## src/rtl/seg7_scan_driver_if.sv

```systemverilog
// Display-code bus for seg7_scan_driver: load-side controls in, scanned pin levels and status out.
// The master is the control logic producing codes; the slave is the scan driver.
interface seg7_scan_driver_if #(
    parameter int N_DIGITS = 4
);
    logic                    load;
    logic [5*N_DIGITS-1:0]   glyphs;
    logic [N_DIGITS-1:0]     dp_in;
    logic [N_DIGITS-1:0]     blink_mask;
    logic [6:0]              seg;
    logic                    dp;
    logic [N_DIGITS-1:0]     an;
    logic                    frame_start;
    logic                    pending;

    modport master (
        output load, glyphs, dp_in, blink_mask,
        input  seg, dp, an, frame_start, pending
    );

    modport slave (
        input  load, glyphs, dp_in, blink_mask,
        output seg, dp, an, frame_start, pending
    );
endinterface

```

## src/rtl/seg7_scan_driver.sv

```systemverilog
// Time-multiplexed common-anode 7-segment driver with pending/shadow double buffering.
// Optional per-digit blinking is built in when SEG7_BLINK_EN is defined.
module seg7_scan_driver #(
    parameter int N_DIGITS    = 4,
    parameter int REFRESH_DIV = 50000,
    parameter int BLINK_DIV   = 32
) (
    input  logic              clk,
    input  logic              reset,
    seg7_scan_driver_if.slave bus
);

    localparam int RC_W = $clog2(REFRESH_DIV);
    localparam int DI_W = (N_DIGITS > 1) ? $clog2(N_DIGITS) : 1;
    localparam int GW   = 5 * N_DIGITS;

    localparam logic [RC_W-1:0] RC_MAX    = RC_W'(REFRESH_DIV - 1);
    localparam logic [DI_W-1:0] DI_MAX    = DI_W'(N_DIGITS - 1);
    localparam logic [6:0]      SEG_BLANK = 7'h7F;

    function automatic logic [6:0] hex_seg(input logic [3:0] code);
        logic [6:0] s;
        case (code)
            4'h0:    s = 7'h40;
            4'h1:    s = 7'h79;
            4'h2:    s = 7'h24;
            4'h3:    s = 7'h30;
            4'h4:    s = 7'h19;
            4'h5:    s = 7'h12;
            4'h6:    s = 7'h02;
            4'h7:    s = 7'h78;
            4'h8:    s = 7'h00;
            4'h9:    s = 7'h10;
            4'hA:    s = 7'h08;
            4'hB:    s = 7'h03;
            4'hC:    s = 7'h46;
            4'hD:    s = 7'h21;
            4'hE:    s = 7'h06;
            default: s = 7'h0E;
        endcase
        return s;
    endfunction

    // Letters A b C d E F H L; codes 8..15 are blank.
    function automatic logic [6:0] letter_seg(input logic [3:0] code);
        logic [6:0] s;
        case (code)
            4'h0:    s = 7'h08;
            4'h1:    s = 7'h03;
            4'h2:    s = 7'h46;
            4'h3:    s = 7'h21;
            4'h4:    s = 7'h06;
            4'h5:    s = 7'h0E;
            4'h6:    s = 7'h09;
            4'h7:    s = 7'h47;
            default: s = SEG_BLANK;
        endcase
        return s;
    endfunction

    function automatic logic [6:0] glyph_seg(input logic [4:0] glyph);
        return glyph[4] ? letter_seg(glyph[3:0]) : hex_seg(glyph[3:0]);
    endfunction

    logic [GW-1:0]       pend_glyph_q, pend_glyph_d;
    logic [N_DIGITS-1:0] pend_dp_q, pend_dp_d;
    logic [N_DIGITS-1:0] pend_mask_q, pend_mask_d;
    logic                pending_q, pending_d;

    logic [GW-1:0]       shad_glyph_q, shad_glyph_d;
    logic [N_DIGITS-1:0] shad_dp_q, shad_dp_d;
    logic [N_DIGITS-1:0] shad_mask_q, shad_mask_d;

    logic [RC_W-1:0]     rc_q, rc_d;
    logic [DI_W-1:0]     di_q, di_d;

    logic [6:0]          seg_q, seg_d;
    logic                dp_q, dp_d;
    logic [N_DIGITS-1:0] an_q, an_d;
    logic                frame_start_q, frame_start_d;

    logic                rc_wrap;
    logic                frame_end;
    logic                blink_on;
    logic [4:0]          cur_glyph;
    logic                cur_dp;
    logic                cur_blank;

    assign rc_wrap   = (rc_q == RC_MAX);
    assign frame_end = rc_wrap && (di_q == DI_MAX);

`ifdef SEG7_BLINK_EN
    localparam int BC_W = (BLINK_DIV > 1) ? $clog2(BLINK_DIV) : 1;
    localparam logic [BC_W-1:0] BC_MAX = BC_W'(BLINK_DIV - 1);

    logic [BC_W-1:0] bc_q, bc_d;
    logic            phase_q, phase_d;

    // Frame counter advances only at frame boundaries so the phase flips between frames.
    always_comb begin
        bc_d    = bc_q;
        phase_d = phase_q;
        if (frame_end) begin
            if (bc_q == BC_MAX) begin
                bc_d    = '0;
                phase_d = ~phase_q;
            end else begin
                bc_d = bc_q + 1'b1;
            end
        end
    end

    always_ff @(posedge clk or posedge reset) begin
        if (reset) begin
            bc_q    <= '0;
            phase_q <= 1'b1;
        end else begin
            bc_q    <= bc_d;
            phase_q <= phase_d;
        end
    end

    assign blink_on = phase_q;
`else
    // No blink hardware: the phase is permanently on for any legal BLINK_DIV.
    assign blink_on = (BLINK_DIV > 0);
`endif

    always_comb begin
        rc_d = rc_wrap ? '0 : rc_q + 1'b1;
        di_d = di_q;
        if (rc_wrap) begin
            di_d = (di_q == DI_MAX) ? '0 : di_q + 1'b1;
        end
    end

    always_comb begin
        pend_glyph_d = pend_glyph_q;
        pend_dp_d    = pend_dp_q;
        pend_mask_d  = pend_mask_q;
        pending_d    = pending_q;
        if (bus.load) begin
            pend_glyph_d = bus.glyphs;
            pend_dp_d    = bus.dp_in;
            pend_mask_d  = bus.blink_mask;
            pending_d    = 1'b1;
        end
        // A commit always empties the pending level, including a same-cycle load.
        if (frame_end) begin
            pending_d = 1'b0;
        end
    end

    always_comb begin
        shad_glyph_d = shad_glyph_q;
        shad_dp_d    = shad_dp_q;
        shad_mask_d  = shad_mask_q;
        if (frame_end) begin
            if (bus.load) begin
                shad_glyph_d = bus.glyphs;
                shad_dp_d    = bus.dp_in;
                shad_mask_d  = bus.blink_mask;
            end else if (pending_q) begin
                shad_glyph_d = pend_glyph_q;
                shad_dp_d    = pend_dp_q;
                shad_mask_d  = pend_mask_q;
            end
        end
    end

    // Outputs are a registered view of the shadow entry under the current digit index.
    always_comb begin
        cur_glyph     = shad_glyph_q[5*int'(di_q) +: 5];
        cur_dp        = shad_dp_q[di_q];
        cur_blank     = shad_mask_q[di_q] && !blink_on;
        seg_d         = cur_blank ? SEG_BLANK : glyph_seg(cur_glyph);
        dp_d          = cur_blank ? 1'b1 : ~cur_dp;
        an_d          = ~(N_DIGITS'(1) << di_q);
        frame_start_d = (rc_q == '0) && (di_q == '0);
    end

    always_ff @(posedge clk or posedge reset) begin
        if (reset) begin
            pend_glyph_q  <= {GW{1'b1}};
            pend_dp_q     <= '0;
            pend_mask_q   <= '0;
            pending_q     <= 1'b0;
            shad_glyph_q  <= {GW{1'b1}};
            shad_dp_q     <= '0;
            shad_mask_q   <= '0;
            rc_q          <= '0;
            di_q          <= '0;
            seg_q         <= SEG_BLANK;
            dp_q          <= 1'b1;
            an_q          <= '1;
            frame_start_q <= 1'b0;
        end else begin
            pend_glyph_q  <= pend_glyph_d;
            pend_dp_q     <= pend_dp_d;
            pend_mask_q   <= pend_mask_d;
            pending_q     <= pending_d;
            shad_glyph_q  <= shad_glyph_d;
            shad_dp_q     <= shad_dp_d;
            shad_mask_q   <= shad_mask_d;
            rc_q          <= rc_d;
            di_q          <= di_d;
            seg_q         <= seg_d;
            dp_q          <= dp_d;
            an_q          <= an_d;
            frame_start_q <= frame_start_d;
        end
    end

    assign bus.seg         = seg_q;
    assign bus.dp          = dp_q;
    assign bus.an          = an_q;
    assign bus.frame_start = frame_start_q;
    assign bus.pending     = pending_q;

endmodule
```

## src/flat_wrapper.sv

```systemverilog
// flat-port wrapper written by rule: the top's interface ports become plain ports
module seg7_scan_driver_flat 
#(
    parameter int N_DIGITS    = 4,
    parameter int REFRESH_DIV = 50000,
    parameter int BLINK_DIV   = 32
)
  (clk, reset, bus_load, bus_glyphs, bus_dp_in, bus_blink_mask, bus_seg, bus_dp, bus_an, bus_frame_start, bus_pending);
  seg7_scan_driver_if #(.N_DIGITS(N_DIGITS)) bus_i ();
  input  logic clk;
  input  logic reset;
  input wire logic [$bits(bus_i.load)-1:0] bus_load;
  input wire logic [$bits(bus_i.glyphs)-1:0] bus_glyphs;
  input wire logic [$bits(bus_i.dp_in)-1:0] bus_dp_in;
  input wire logic [$bits(bus_i.blink_mask)-1:0] bus_blink_mask;
  output wire logic [$bits(bus_i.seg)-1:0] bus_seg;
  output wire logic [$bits(bus_i.dp)-1:0] bus_dp;
  output wire logic [$bits(bus_i.an)-1:0] bus_an;
  output wire logic [$bits(bus_i.frame_start)-1:0] bus_frame_start;
  output wire logic [$bits(bus_i.pending)-1:0] bus_pending;
  assign bus_i.load = bus_load;
  assign bus_i.glyphs = bus_glyphs;
  assign bus_i.dp_in = bus_dp_in;
  assign bus_i.blink_mask = bus_blink_mask;
  assign bus_seg = bus_i.seg;
  assign bus_dp = bus_i.dp;
  assign bus_an = bus_i.an;
  assign bus_frame_start = bus_i.frame_start;
  assign bus_pending = bus_i.pending;
  seg7_scan_driver #(.N_DIGITS(N_DIGITS), .REFRESH_DIV(REFRESH_DIV), .BLINK_DIV(BLINK_DIV)) u_core (.clk(clk), .reset(reset), .bus(bus_i));
endmodule
```

## config.mk

```make
export PLATFORM = sky130hd
export DESIGN_NAME = seg7_scan_driver_flat
export DESIGN_NICKNAME = d
export VERILOG_FILES = /design/src/rtl/seg7_scan_driver_if.sv /design/src/rtl/seg7_scan_driver.sv /design/src/flat_wrapper.sv
export SDC_FILE = /design/constraint.sdc
export NUM_CORES = 1
export LEC_CHECK = 0
export ABC_CLOCK_PERIOD_IN_PS = 6600
export CELL_PAD_IN_SITES_DETAIL_PLACEMENT = 1
export CELL_PAD_IN_SITES_GLOBAL_PLACEMENT = 1
export CORE_ASPECT_RATIO = 0.7
export CORE_MARGIN = 2
export CORE_UTILIZATION = 35
export DETAILED_ROUTE_END_ITERATION = 10
export PLACE_DENSITY_LB_ADDON = 0.1
export SYNTH_ARGS = -nofsm -noshare
export SYNTH_HDL_FRONTEND = slang
export SYNTH_SLANG_ARGS = --single-unit
```

## constraint.sdc

```tcl
create_clock -name clk -period 6.6 [get_ports clk]
set_clock_uncertainty 0.15 [all_clocks]
set_input_delay 1.32 -clock clk [delete_from_list [all_inputs] [get_ports clk]]
set_output_delay 1.32 -clock clk [all_outputs]
set_load 0.05 [all_outputs]
```

==> results.sh <==
export IMPL_outcome="complete, no violations"
export IMPL_path_cells="clkdlybuf4s50_1 -> buf_4 -> nor2_1 -> nand4b_4 -> mux2_2"
export IMPL_synth_cells=272
export IMPL_antenna_left=0
export IMPL_postPlaceCellArea_mm2=0.00427
export IMPL_reg2reg_depth=4
export IMPL_diodes=0
export IMPL_design_area_mm2=0.00455
export IMPL_cts_buffers=9
export IMPL_drc=0
export IMPL_die_h_um=90.6
export IMPL_fin_crit_sh_pct=49.9
export IMPL_ir_drop_uv=128
export IMPL_cp_start_kind="input pin"
export IMPL_start_util_pct=36.1
export IMPL_grt_use_total_pct=14.0
export IMPL_dieArea_mm2=0.0116
export IMPL_cellLeakagePower_nw=1.93
export IMPL_clk_pin_slew_worst_paths_ps=60
export IMPL_whs_path_depth=1
export IMPL_maxSlewViolCount=0
export IMPL_vias=2192
export IMPL_syn_nets=315
export IMPL_fin_util_pct=43.8
export IMPL_dp_cells=435
export IMPL_overflow=0
export IMPL_io_pins=45
export IMPL_critPathRequiredTime_ps=6660
export IMPL_hp_class="reg2reg"
export IMPL_grt_max_degree=81
export IMPL_clk_latency_ps=330
export IMPL_crit_family="buffers and inverters"
export IMPL_slew_headroom_pct=33.2
export IMPL_die_w_um=128
export IMPL_ys_types=39
export IMPL_fin_cells=451
export IMPL_crit_buf_inv=2
export IMPL_grt_pass1_wl_um=12400
export IMPL_cp_depth=5
export IMPL_root_buffer="clkbuf_16"
export IMPL_cts_setup_buffers=0
export IMPL_finalWirelength_um=7640
export IMPL_drt_iter0_drc=109
export IMPL_drive_gt1_share_pct=40.8
export IMPL_worstSetupPathType="in2reg"
export IMPL_critPathCaptureType="flip-flop"
export IMPL_hold_viol_final=0
export IMPL_gp_congestion=0.742
export IMPL_period_minus_slack_ps=3290
export IMPL_clk_path_buf_depth=2
export IMPL_yosysWarnings=0
export IMPL_syn_to_final_growth_pct=21.4
export IMPL_cts_htree_levels=3
export IMPL_max_cap_violations=0
export IMPL_critPathMaxFanout=25
export IMPL_clock_sinks=80
export IMPL_syn_area_per_cell_um2=13.8
export IMPL_wl_per_cell_um=16.9
export IMPL_hpwl_um=5150
export IMPL_cpMaxStageDelayCell="nand4b_4"
export IMPL_fmax_mhz=304
export IMPL_setup_tns_final_ps=0
export IMPL_cts_tree="done"
export IMPL_grt_pass1_vias=2295
export IMPL_cts_hold_buf=0
export IMPL_cpPeakStageDelay_ps=600
export IMPL_yosysSeqAreaShare_pct=55.1
export IMPL_post_cts_resized=0
export IMPL_worst_pin_slew_ps=1000
export IMPL_cp_arrival_ps=3350
export IMPL_rsz0062_at_grt="false"
export IMPL_nets=357
export IMPL_fill_cells=1082
export IMPL_antenna_found_initial=0
export IMPL_synth_area_mm2=0.00375
export IMPL_setup_viol=0
export IMPL_core_mm2=0.0104
export IMPL_portBuffers=40
export IMPL_std_cell_rows=31
export IMPL_powerDensity_mw_per_mm2=230
export IMPL_via_per_inst=4.86
export IMPL_ys_ff_latch=80
export IMPL_dr_pass1_iters=5
final cells by class:
class | count | area [um^2] | share of cell area (%)
clock buffer | 12 | 236 | 5.20
clock inverter | 4 | 45.0 | 0.990
inverter | 18 | 68.8 | 1.51
multi-input combinational | 163 | 1550 | 34.1
sequential | 80 | 2070 | 45.4
tap | 132 | 165 | 3.63
timing repair buffer | 42 | 415 | 9.13
final timing paths:
kind | start | end | slack [ps]
max | bus_load | u_core.shad_dp_q[1] | 3310
min | u_core.shad_dp_q[2] | u_core.shad_dp_q[2] | 350
max reg2reg | u_core.rc_q[12] | u_core.shad_dp_q[1] | 3800
min reg2reg | u_core.shad_dp_q[2] | u_core.shad_dp_q[2] | 350
max in group asynchronous | reset | u_core.rc_q[8] | 4180
min in group asynchronous | reset | u_core.pend_dp_q[2] | 1480
metrics by stage:
stage          hold WS, ps  setup slack (ps)  power [mW]
2_1_floorplan          306              3160       0.553
3_3_place_gp           333              2940       0.578
3_5_place_dp           340              2940       0.580
4_1_cts                353              3280        1.07
5_1_grt                369              3160        1.09
6_report               351              3310        1.05
sequential cells by signal (all words and copies together) (netlist names), 2 cells and up:
register and cells:
u_core.di_q 2, u_core.shad_glyph_q 20, u_core.pend_dp_q 4, u_core.pend_glyph_q 20, u_core.shad_dp_q 4, u_core.rc_q 16
u_core.bus.seg 7, u_core.bus.an 4
cells by family after synthesis:
logic type,count (synthesis),share of synthesized area (%)
buffers and inverters,29,3.44
adder cells (fa/ha/maj),12,4.01
multiplexers,60,21.7
XOR/XNOR,14,3.27
AND/OR/NAND/NOR,59,9.11
flip-flops,80,55.1
AO/OA/AOI/OAI,18,3.30
per-layer routing:
metal  vias up  global-route usage (%)  wire length (um)
met1      1119                    21.4              4050
met3         8                    3.73               272
met4         0                    4.12                92
met5         -                       0                 0
li1       1026                       -                 -
met2        39                    19.4              3220
cell usage in the layout (no fill, tap or decap), drive strengths merged, types with 8 or more instances in the layout:
| cell type | n |
|---|---|
| nand2 | 9 |
| ha | 12 |
| clkbuf | 12 |
| dfstp | 52 |
| clkdlybuf4s50 | 40 |
| mux2 | 51 |
| inv | 17 |
| nand3 | 8 |
| dfrtp | 28 |
| nor2 | 14 |
power breakdown:
group,internal (mW),switching (mW),leakage (nW),total [mW]
clock network,0.291,0.186,0.140,0.477
registers,0.515,0.00322,0.904,0.518
logic,0.0280,0.0236,0.884,0.0516
total,0.834,0.213,1.93,1.05
worst reg2reg max path: stages (launching register included):
cell,delay [ps]
dfrtp_1,430
or4_4,580
nor4_4,420
nand4b_4,600
mux2_2,510
synth_stat cells (all sizes together):
master / number / area (um^2)
a311o: 1 / 10.0
xor2: 7 / 61.3
mux4: 6 / 135
nand3: 8 / 40.0
buf: 6 / 42.5
mux2i: 3 / 30.0
xnor2: 7 / 61.3
inv: 18 / 67.6
o21a: 2 / 15.0
ha: 12 / 150
o311ai: 1 / 8.76
nand2: 9 / 33.8
o31ai: 1 / 7.51
o22a: 1 / 8.76
or4: 3 / 26.3
dfstp: 52 / 1370
dfrtp: 28 / 701
nand2b: 2 / 12.5
nor2b: 3 / 18.8
a221oi: 1 / 8.76
nor2: 14 / 52.6
nor3b: 2 / 15.0
or2: 2 / 12.5
nor3: 2 / 10.0
or3: 2 / 12.5
and2: 1 / 6.26
and3: 1 / 6.26
nand4b: 1 / 23.8
mux2: 51 / 649
nand4: 4 / 25.0
o21ai: 5 / 25.0
clkbuf: 5 / 18.8
a221o: 2 / 20.0
nor4: 5 / 46.3
a21oi: 4 / 20.0
No activity file was read; power rests on OpenSTA's default activity.
